File: src/rtl/subservient_rf_pkg.sv
// -----------------------------------------------------------------------------
// subservient_rf_pkg
//   Shared definitions for the SERV register-file serialiser/deserialiser:
//   FSM state encodings, the bit-slot positions used to prefetch the next
//   read byte, and the mapping from (register index, byte) to SRAM address.
// -----------------------------------------------------------------------------
package subservient_rf_pkg;

    // Bit slots inside each 8-bit group of the read stream (slot = bit index
    // modulo 8). The rs2 address is on o_raddr during RD_SLOT_RS2, the rs1
    // address during RD_SLOT_RS1, and both shift registers reload at the end
    // of LOAD_SLOT. LOAD_SLOT is also the slot in which a write byte completes.
    localparam logic [2:0] RD_SLOT_RS2 = 3'd5;
    localparam logic [2:0] RD_SLOT_RS1 = 3'd6;
    localparam logic [2:0] LOAD_SLOT   = 3'd7;

    // Widest address / register index the mapping helper handles; callers
    // truncate the result to their own address width.
    localparam int ADDR_MAX = 32;
    localparam int REG_MAX  = 16;

    typedef enum logic [1:0] {
        RD_IDLE,
        RD_PRE,
        RD_SHIFT
    } rd_state_t;

    typedef enum logic [1:0] {
        WR_IDLE,
        WR_SHIFT,
        WR_FLUSH
    } wr_state_t;

    // Register r, byte k lives at {all-ones, ~r, k}. Zero-extending r and then
    // inverting it yields the all-ones prefix above the index for free, so the
    // same expression works for any register width up to REG_MAX.
    function automatic logic [ADDR_MAX-1:0] rf_addr(input logic [REG_MAX-1:0] r,
                                                    input logic [1:0]         k);
        return {~{{(ADDR_MAX-2-REG_MAX){1'b0}}, r}, k};
    endfunction

endpackage

File: src/rtl/subservient_rf_serdes_if.sv
// -----------------------------------------------------------------------------
// subservient_rf_serdes_if
//   Byte-wide register-file port between the serdes (master) and the
//   downstream RF/data SRAM mux (slave).
//     waddr  aw  SRAM byte write address
//     wdata  8   SRAM write byte
//     wen    1   SRAM write strobe
//     raddr  aw  SRAM byte read address
//     rdata  8   SRAM read byte, valid one cycle after raddr
// -----------------------------------------------------------------------------
interface subservient_rf_serdes_if #(
    parameter int aw = 8
);
    logic [aw-1:0] waddr;
    logic [7:0]    wdata;
    logic          wen;
    logic [aw-1:0] raddr;
    logic [7:0]    rdata;

    modport master (
        output waddr,
        output wdata,
        output wen,
        output raddr,
        input  rdata
    );

    modport slave (
        input  waddr,
        input  wdata,
        input  wen,
        input  raddr,
        output rdata
    );
endinterface

File: src/rtl/subservient_rf_wr_deser.sv
// -----------------------------------------------------------------------------
// subservient_rf_wr_deser
//   Write half of the register-file serdes. Collects two LSB-first serial
//   write streams, one byte at a time, and emits each completed byte to the
//   SRAM: port 0 byte k in cycle W9+8k, port 1 byte k in cycle W10+8k, where
//   W0 is the cycle carrying i_wreq.
//   Ports:
//     i_clk, i_rst          clock, synchronous active-high reset
//     i_wreq                op start pulse (ignored unless idle)
//     i_wreg0/1, i_wen0/1   register index and enable per port, sampled at i_wreq
//     i_wdata0/1            serial write data, bit i in cycle W1+i
//     waddr, wdata, wen     registered SRAM write port
// -----------------------------------------------------------------------------
module subservient_rf_wr_deser
    import subservient_rf_pkg::*;
#(
    parameter int aw = 8,
    parameter int rw = 6
) (
    input  logic          i_clk,
    input  logic          i_rst,
    input  logic          i_wreq,
    input  logic [rw-1:0] i_wreg0,
    input  logic [rw-1:0] i_wreg1,
    input  logic          i_wen0,
    input  logic          i_wen1,
    input  logic          i_wdata0,
    input  logic          i_wdata1,
    output logic [aw-1:0] waddr,
    output logic [7:0]    wdata,
    output logic          wen
);

    function automatic logic [aw-1:0] addr_of(input logic [rw-1:0] r, input logic [1:0] k);
        return aw'(rf_addr({{(REG_MAX-rw){1'b0}}, r}, k));
    endfunction

    wr_state_t     state;
    logic [4:0]    cnt;
    logic [rw-1:0] wreg0;
    logic [rw-1:0] wreg1;
    logic          en0;
    logic          en1;
    logic [6:0]    sr0;       // bits already received of the current byte
    logic [6:0]    sr1;
    logic [7:0]    wbuf1;     // port 1 byte waiting one cycle behind port 0
    logic          pend1;
    logic [1:0]    pend_byte;

    // NOTE: every register here is updated with <= so all of them see the
    // values from before the clock edge, independent of statement order.
    always_ff @(posedge i_clk) begin
        if (i_rst) begin
            state     <= WR_IDLE;
            cnt       <= '0;
            wreg0     <= '0;
            wreg1     <= '0;
            en0       <= 1'b0;
            en1       <= 1'b0;
            sr0       <= '0;
            sr1       <= '0;
            wbuf1     <= '0;
            pend1     <= 1'b0;
            pend_byte <= '0;
            waddr     <= '0;
            wdata     <= '0;
            wen       <= 1'b0;
        end else begin
            wen <= 1'b0;

            case (state)
                WR_IDLE: begin
                    if (i_wreq) begin
                        wreg0 <= i_wreg0;
                        wreg1 <= i_wreg1;
                        // Register 0 is hard-wired to zero, so writes to it are dropped.
                        en0   <= i_wen0 & (i_wreg0 != '0);
                        en1   <= i_wen1 & (i_wreg1 != '0);
                        cnt   <= '0;
                        state <= WR_SHIFT;
                    end
                end

                WR_SHIFT: begin
                    cnt <= cnt + 5'd1;
                    sr0 <= {i_wdata0, sr0[6:1]};
                    sr1 <= {i_wdata1, sr1[6:1]};
                    if (cnt[2:0] == LOAD_SLOT) begin
                        // The port 0 byte goes straight to the SRAM port; the
                        // port 1 byte is buffered and follows one cycle later.
                        wen       <= en0;
                        waddr     <= addr_of(wreg0, cnt[4:3]);
                        wdata     <= {i_wdata0, sr0};
                        wbuf1     <= {i_wdata1, sr1};
                        pend1     <= 1'b1;
                        pend_byte <= cnt[4:3];
                    end
                    if (cnt == 5'd31) begin
                        state <= WR_FLUSH;
                    end
                end

                WR_FLUSH: begin
                    // Two cycles: the last port 1 byte goes out, then the
                    // strobe drops before a new op may start.
                    cnt <= cnt + 5'd1;
                    if (cnt[0]) begin
                        state <= WR_IDLE;
                    end
                end

                default: state <= WR_IDLE;
            endcase

            if (pend1) begin
                pend1 <= 1'b0;
                wen   <= en1;
                waddr <= addr_of(wreg1, pend_byte);
                wdata <= wbuf1;
            end
        end
    end

endmodule

File: src/rtl/subservient_rf_serdes.sv
// -----------------------------------------------------------------------------
// subservient_rf_serdes
//   Converts SERV's bit-serial dual-read/dual-write register-file protocol to
//   the byte-wide RF port of the shared SRAM mux. Registers sit at the top of
//   the SRAM: register r, byte k at {all-ones, ~r, k}.
//   Ports:
//     i_clk, i_rst            clock, synchronous active-high reset
//     i_wreq, i_wreg0/1,
//     i_wen0/1, i_wdata0/1    serial write side (see subservient_rf_wr_deser)
//     i_rreq                  read op start pulse (ignored unless idle)
//     i_rreg0/1               rs1 / rs2 register index, sampled at i_rreq
//     o_ready                 pulse in R3; read bit 0 follows in R4
//     o_rdata0/1              serial rs1 / rs2 data, bit i in cycle R4+i
//     rf                      byte-wide SRAM port (master side)
// -----------------------------------------------------------------------------
module subservient_rf_serdes
    import subservient_rf_pkg::*;
#(
    parameter int depth = 256,
    parameter int aw    = $clog2(depth),
    parameter int rw    = 6
) (
    input  logic          i_clk,
    input  logic          i_rst,
    input  logic          i_wreq,
    input  logic          i_rreq,
    input  logic [rw-1:0] i_wreg0,
    input  logic [rw-1:0] i_wreg1,
    input  logic          i_wen0,
    input  logic          i_wen1,
    input  logic          i_wdata0,
    input  logic          i_wdata1,
    input  logic [rw-1:0] i_rreg0,
    input  logic [rw-1:0] i_rreg1,
    output logic          o_ready,
    output logic          o_rdata0,
    output logic          o_rdata1,
    subservient_rf_serdes_if.master rf
);

    function automatic logic [aw-1:0] addr_of(input logic [rw-1:0] r, input logic [1:0] k);
        return aw'(rf_addr({{(REG_MAX-rw){1'b0}}, r}, k));
    endfunction

    // ------------------------------------------------------------------ write
    logic [aw-1:0] wr_waddr;
    logic [7:0]    wr_wdata;
    logic          wr_wen;

    subservient_rf_wr_deser #(
        .aw (aw),
        .rw (rw)
    ) u_wr_deser (
        .i_clk    (i_clk),
        .i_rst    (i_rst),
        .i_wreq   (i_wreq),
        .i_wreg0  (i_wreg0),
        .i_wreg1  (i_wreg1),
        .i_wen0   (i_wen0),
        .i_wen1   (i_wen1),
        .i_wdata0 (i_wdata0),
        .i_wdata1 (i_wdata1),
        .waddr    (wr_waddr),
        .wdata    (wr_wdata),
        .wen      (wr_wen)
    );

    assign rf.waddr = wr_waddr;
    assign rf.wdata = wr_wdata;
    assign rf.wen   = wr_wen;

    // ------------------------------------------------------------------- read
    rd_state_t     rd_state;
    logic [4:0]    rd_cnt;     // PRE: phase 0..2, SHIFT: bit index 0..31
    logic [rw-1:0] rs1;
    logic [rw-1:0] rs2;
    logic [7:0]    hold1;      // rs2 byte parked while rs1 is being fetched
    logic [7:0]    sh0;
    logic [7:0]    sh1;
    logic [aw-1:0] raddr;
    logic          ready;
    logic [1:0]    next_byte;
    logic          more_bytes;

    assign next_byte  = rd_cnt[4:3] + 2'd1;
    assign more_bytes = (rd_cnt[4:3] != 2'd3);

    always_ff @(posedge i_clk) begin
        if (i_rst) begin
            rd_state <= RD_IDLE;
            rd_cnt   <= '0;
            rs1      <= '0;
            rs2      <= '0;
            hold1    <= '0;
            sh0      <= '0;
            sh1      <= '0;
            raddr    <= '0;
            ready    <= 1'b0;
        end else begin
            ready <= 1'b0;

            case (rd_state)
                RD_IDLE: begin
                    if (i_rreq) begin
                        rs1      <= i_rreg0;
                        rs2      <= i_rreg1;
                        raddr    <= addr_of(i_rreg1, 2'd0);
                        rd_cnt   <= '0;
                        rd_state <= RD_PRE;
                    end
                end

                // Byte 0 is fetched before the stream starts: rs2 address in
                // R1, rs1 address in R2, both bytes loaded at the end of R3.
                RD_PRE: begin
                    rd_cnt <= rd_cnt + 5'd1;
                    case (rd_cnt[1:0])
                        2'd0: raddr <= addr_of(rs1, 2'd0);
                        2'd1: begin
                            hold1 <= rf.rdata;
                            ready <= 1'b1;
                        end
                        default: begin
                            sh0      <= rf.rdata;
                            sh1      <= hold1;
                            rd_cnt   <= '0;
                            rd_state <= RD_SHIFT;
                        end
                    endcase
                end

                // Bytes 1..3 are prefetched with the same three-cycle pattern,
                // timed so the reload lands exactly as the last bit leaves.
                RD_SHIFT: begin
                    rd_cnt <= rd_cnt + 5'd1;
                    if (more_bytes && rd_cnt[2:0] == LOAD_SLOT) begin
                        sh0 <= rf.rdata;
                        sh1 <= hold1;
                    end else begin
                        sh0 <= {1'b0, sh0[7:1]};
                        sh1 <= {1'b0, sh1[7:1]};
                    end
                    if (more_bytes) begin
                        if (rd_cnt[2:0] == RD_SLOT_RS2 - 3'd1) begin
                            raddr <= addr_of(rs2, next_byte);
                        end
                        if (rd_cnt[2:0] == RD_SLOT_RS1 - 3'd1) begin
                            raddr <= addr_of(rs1, next_byte);
                        end
                        if (rd_cnt[2:0] == RD_SLOT_RS1) begin
                            hold1 <= rf.rdata;
                        end
                    end
                    if (rd_cnt == 5'd31) begin
                        rd_state <= RD_IDLE;
                    end
                end

                default: rd_state <= RD_IDLE;
            endcase
        end
    end

    assign rf.raddr = raddr;
    assign o_ready  = ready;
    // Serial outputs are forced low outside the bit stream.
    assign o_rdata0 = (rd_state == RD_SHIFT) & sh0[0];
    assign o_rdata1 = (rd_state == RD_SHIFT) & sh1[0];

endmodule

File: src/flat_wrapper.sv
// flat-port wrapper written by rule: the top's interface ports become plain ports
module subservient_rf_serdes_flat import subservient_rf_pkg::*;
#(
    parameter int depth = 256,
    parameter int aw    = $clog2(depth),
    parameter int rw    = 6
)
  (i_clk, i_rst, i_wreq, i_rreq, i_wreg0, i_wreg1, i_wen0, i_wen1, i_wdata0, i_wdata1, i_rreg0, i_rreg1, o_ready, o_rdata0, o_rdata1, rf_waddr, rf_wdata, rf_wen, rf_raddr, rf_rdata);
  subservient_rf_serdes_if #(.aw(aw)) rf_i ();
  input  logic i_clk;
  input  logic i_rst;
  input  logic i_wreq;
  input  logic i_rreq;
  input  logic [rw-1:0] i_wreg0;
  input  logic [rw-1:0] i_wreg1;
  input  logic i_wen0;
  input  logic i_wen1;
  input  logic i_wdata0;
  input  logic i_wdata1;
  input  logic [rw-1:0] i_rreg0;
  input  logic [rw-1:0] i_rreg1;
  output logic o_ready;
  output logic o_rdata0;
  output logic o_rdata1;
  output wire logic [$bits(rf_i.waddr)-1:0] rf_waddr;
  output wire logic [$bits(rf_i.wdata)-1:0] rf_wdata;
  output wire logic [$bits(rf_i.wen)-1:0] rf_wen;
  output wire logic [$bits(rf_i.raddr)-1:0] rf_raddr;
  input wire logic [$bits(rf_i.rdata)-1:0] rf_rdata;
  assign rf_waddr = rf_i.waddr;
  assign rf_wdata = rf_i.wdata;
  assign rf_wen = rf_i.wen;
  assign rf_raddr = rf_i.raddr;
  assign rf_i.rdata = rf_rdata;
  subservient_rf_serdes #(.depth(depth), .aw(aw), .rw(rw)) u_core (.i_clk(i_clk), .i_rst(i_rst), .i_wreq(i_wreq), .i_rreq(i_rreq), .i_wreg0(i_wreg0), .i_wreg1(i_wreg1), .i_wen0(i_wen0), .i_wen1(i_wen1), .i_wdata0(i_wdata0), .i_wdata1(i_wdata1), .i_rreg0(i_rreg0), .i_rreg1(i_rreg1), .o_ready(o_ready), .o_rdata0(o_rdata0), .o_rdata1(o_rdata1), .rf(rf_i));
endmodule
File: config.mk
export PLATFORM = sky130hd
export DESIGN_NAME = subservient_rf_serdes_flat
export DESIGN_NICKNAME = d
export VERILOG_FILES = /design/src/rtl/subservient_rf_pkg.sv /design/src/rtl/subservient_rf_serdes_if.sv /design/src/rtl/subservient_rf_wr_deser.sv /design/src/rtl/subservient_rf_serdes.sv /design/src/flat_wrapper.sv
export SDC_FILE = /design/constraint.sdc
export NUM_CORES = 1
export LEC_CHECK = 0
export BUFFER_PORTS_ARGS = -buffer_cell sky130_fd_sc_hd__buf_2
export CAP_MARGIN = 20
export CELL_PAD_IN_SITES_DETAIL_PLACEMENT = 0
export CELL_PAD_IN_SITES_GLOBAL_PLACEMENT = 1
export CORE_MARGIN = 1.5
export CORE_UTILIZATION = 40
export CTS_BUF_LIST = sky130_fd_sc_hd__clkbuf_4 sky130_fd_sc_hd__clkbuf_8
export CTS_CLUSTER_SIZE = 40
export DETAILED_ROUTE_END_ITERATION = 10
export GPL_TIMING_DRIVEN = 0
export PLACE_DENSITY_LB_ADDON = 0.25
export SETUP_SLACK_MARGIN = 0.02
export SLEW_MARGIN = 20
export SYNTH_ARGS = -nofsm -noshare
export SYNTH_HDL_FRONTEND = slang
export SYNTH_SLANG_ARGS = --single-unit
File: constraint.sdc
create_clock -name i_clk -period 1.7 [get_ports i_clk]
set_clock_uncertainty 0.15 [all_clocks]
set_input_delay 0.085 -clock i_clk [delete_from_list [all_inputs] [get_ports i_clk]]
set_output_delay 0.085 -clock i_clk [all_outputs]
set_load 0.01 [all_outputs]
==> results.ini <==
[clock_tree]
path_clk_slew_ns = 0.07
cts_buffers = 17
root_buffer = clkbuf_8
tritoncts = yes
numClockSinks = 115
clock_latency_ns = 0.44
htree_levels = 4
cts.path.max_buffers = 2

[sta]
slew_headroom = 0.495
slew_violations = 0
worst_pin_slew_ns = 0.757
fin_crit_sh = 1.03
tns_ns = -0.485
rsz0062_at_grt = yes
setup_ws_ns = -0.0592
finalCriticalPeriod_ns = 1.76
finalSetupViolCount = 16
fmax_mhz = 568
hold_violations = 0

[job]
maxCapViolCount = 0

[worst_setup_path]
path_buf_inv = 3
crit_top_cell = buf_6
end_kind = flip-flop
startpoint = u_core.rd_state[1]
cp.required_ns = 1.85
worst_setup_path_start_kind = flip-flop
crit_cells = 8
crit_fanout = 8
worstSetupPathType = flip-flop to flip-flop
worst_path_largest_cell_delay_ns = 0.39
rr_endpoint = u_core.hold1[1]
cp_slowest_cell = dfxtp_4
worst-r2r-cell-count = 8
r2r_start = u_core.rd_state[1]
cp.arrival_ns = 1.91
endpoint = u_core.hold1[1]
cp_top_family = flip-flops
path_cells = inv_4, ha_4, buf_6, nand2b_4, a22oi_2, buf_6, mux2i_1, nor2_1
ff2ff_setup_slack_ns = -0.06

[global_route]
top_usage_layer = met2
antenna_found_initial = 0
grt_pass1_wl_mm = 21.5
met2_usage = 0.371
use_met3 = 0.0471
grt_pass1_vias = 4554
grt_use_met1 = 0.255
grt_usage = 0.212
overflow = 0
grt_max_degree = 17

[floorplanning]
initial_core_util = 0.410
die_h_um = 114
pin_count = 68
dieArea_mm2 = 0.0131
fp.dieW_um = 114
core_area_mm2 = 0.0121
rows = 40

[final_layout]
layout_common_cells = nand2_1, dfxtp_1, buf_2, a21oi_1, nor2_1
final_common_cell = nand2_1
diodes = 0
fillCellCount = 1100
layout.nets = 780
final_layout_size_suffix_gt1_frac = 0.307
areaGrowthSynthToFinish_pct = 42.0

[place]
hpwl_mm = 8.76
gp_congestion = 0.833
dpl_worst_slack_ns = -0.367
port_buffers = 66

[synth]
synthDistinctLibCells = 38
netlist_area_mm2 = 0.00495
synthCells = 578
ys_seq_area_frac = 0.465
synth_warnings = 0
avgSynthCellArea_um2 = 8.57
syn-num-nets = 638
synth-seq-cells = 115

[detailed_routing]
drt_first_pass_iters = 4
drc_errors = 0
vias = 4500
drt-total-wl_mm = 13.6
antenna_left = 0
drt_iter0_markers = 201
avgViaCountPerCell = 4.99
wl_per_cell_um = 15.1

[power_and_ir_drop]
p_per_area_mw_per_mm2 = 987
worst_ir_drop_vdd_uv = 612
p_leak_uw = 0.00276

[status]
status = finished with violations
violations = negative setup slack

[worst_hold_path]
hp-class = input port to flip-flop

-- synth_stat cells (all sizes together) --
| cell | instances | area [µm²] |
|---|---|---|
| dfxtp | 115 | 2300 |
| nand2 | 113 | 424 |
| a21oi | 64 | 320 |
| nor2 | 55 | 209 |
| mux2i | 40 | 400 |
| a211oi | 25 | 188 |
| clkbuf | 21 | 78.8 |
| ha | 20 | 250 |
| inv | 17 | 63.8 |
| buf | 16 | 83.8 |
| o21ai | 13 | 68.8 |
| a21o | 11 | 82.6 |
| nand3 | 11 | 55.1 |
| and2 | 7 | 43.8 |
| o221ai | 7 | 61.3 |
| nand2b | 6 | 40.0 |
| o2111ai | 6 | 52.6 |
| a22oi | 5 | 37.5 |
| and3 | 4 | 26.3 |
| nor3 | 4 | 20.0 |
| nor2b | 3 | 18.8 |
| o21a | 3 | 30.0 |
| or4 | 3 | 22.5 |
| a31oi | 2 | 12.5 |
| nand3b | 2 | 15.0 |
| o311ai | 2 | 17.5 |
| a211o | 1 | 8.76 |
| a21bo | 1 | 10.0 |
| nor3b | 1 | 7.51 |
-- how the worst min path moves through the flow --
stage / from / end / slack (ns) / depth (start not counted)
3_5_place_dp: i_rreg0[5] / u_core.rs1[5] / 0.19 / 3
4_1_cts: i_rst / u_core.u_wr_deser.wreg1[2] / 0.14 / 3
5_1_grt: i_rst / u_core.u_wr_deser.wreg0[3] / 0.16 / 3
2_1_floorplan: i_wreg1[5] / u_core.u_wr_deser.wreg1[5] / 0.07 / 2
6_report: i_rst / u_core.u_wr_deser.wreg1[2] / 0.14 / 3
3_3_place_gp: i_rreg0[5] / u_core.rs1[5] / 0.18 / 3
-- report_power, final --
group          switching (µW)  total, µW  internal, µW
logic                     801       1460           662
clock network            1030       2470          1440
registers                 126       3000          2880
-- worst register-to-register path, delay by kind of cell, from the launching register on --
family	cells	cell delay, ns
muxes	1	0.21
and+or+nand+nor	2	0.20
adders and majority gates	1	0.16
DFF	1	0.39
AOI/OAI and AO/OA	1	0.16
buffers and inverters	3	0.37
-- stage by stage --
step	util	hold slack (ns)	instances	total power, µW	area [µm²]
floorplan	-	0.0710	578	3840	5020
global placement	0.461	0.180	812	4140	5560
detailed placement	0.461	0.186	812	4180	5560
CTS	0.553	0.144	897	6890	6670
global route	0.583	0.162	901	7260	7030
finish	0.583	0.140	901	6940	7030
-- routing by layer --
metal | wire [µm] | part of all wire
met2 | 6950 | 0.51
met3 | 605 | 0.045
met5 | 0 | 0
met4 | 157 | 0.012
met1 | 5850 | 0.43
-- cells by family (layout without fill, tap and decap cells) --
group                    after synthesis  after routing  share of synthesized area
AO/OA/AOI/OAI                        140            140                      0.180
adder cells (fa/ha/maj)               20             20                     0.0505
buffers and inverters                 54            209                     0.0457
flip-flops                           115            115                      0.465
multiplexers                          40             40                     0.0809
AND/OR/NAND/NOR                      209            209                      0.178
-- sequential cells by signal, summed over array words and instances (netlist names), 2 cells and up --
name	cells
u_core.hold1	8
u_core.rd_cnt	5
u_core.rd_state	2
u_core.rf.raddr	8
u_core.rs1	6
u_core.rs2	6
u_core.sh0	8
u_core.sh1	8
u_core.u_wr_deser.cnt	5
u_core.u_wr_deser.pend_byte	2
u_core.u_wr_deser.sr0	7
u_core.u_wr_deser.sr1	7
u_core.u_wr_deser.state	2
u_core.u_wr_deser.waddr	8
u_core.u_wr_deser.wbuf1	8
u_core.u_wr_deser.wdata	8
u_core.u_wr_deser.wreg0	6
u_core.u_wr_deser.wreg1	6
-- cell type report --
| type | count | area (µm²) | area share |
|---|---|---|---|
| sequential | 115 | 2330 | 0.332 |
| clock inverter | 4 | 45.0 | 0.00641 |
| clock buffer | 28 | 348 | 0.0495 |
| multi-input combinational | 409 | 2840 | 0.405 |
| timing repair buffer | 126 | 932 | 0.133 |
| buffer | 34 | 245 | 0.0349 |
| tap | 168 | 210 | 0.0299 |
| inverter | 17 | 71.3 | 0.0101 |
-- what timing repair did --
| item | 4_1_cts | 5_1_grt |
|---|---|---|
| setup buffers | 14 | 3 |
| setup endpoints to repair | 101 | 88 |
| hold buffers | 38 | 0 |
| gates cloned | 2 | 3 |
| pin swaps | 18 | 19 |
| gates resized for setup | 64 | 73 |
| hold endpoints to repair | 52 | 0 |
No activity file was read; power rests on OpenSTA's default activity.
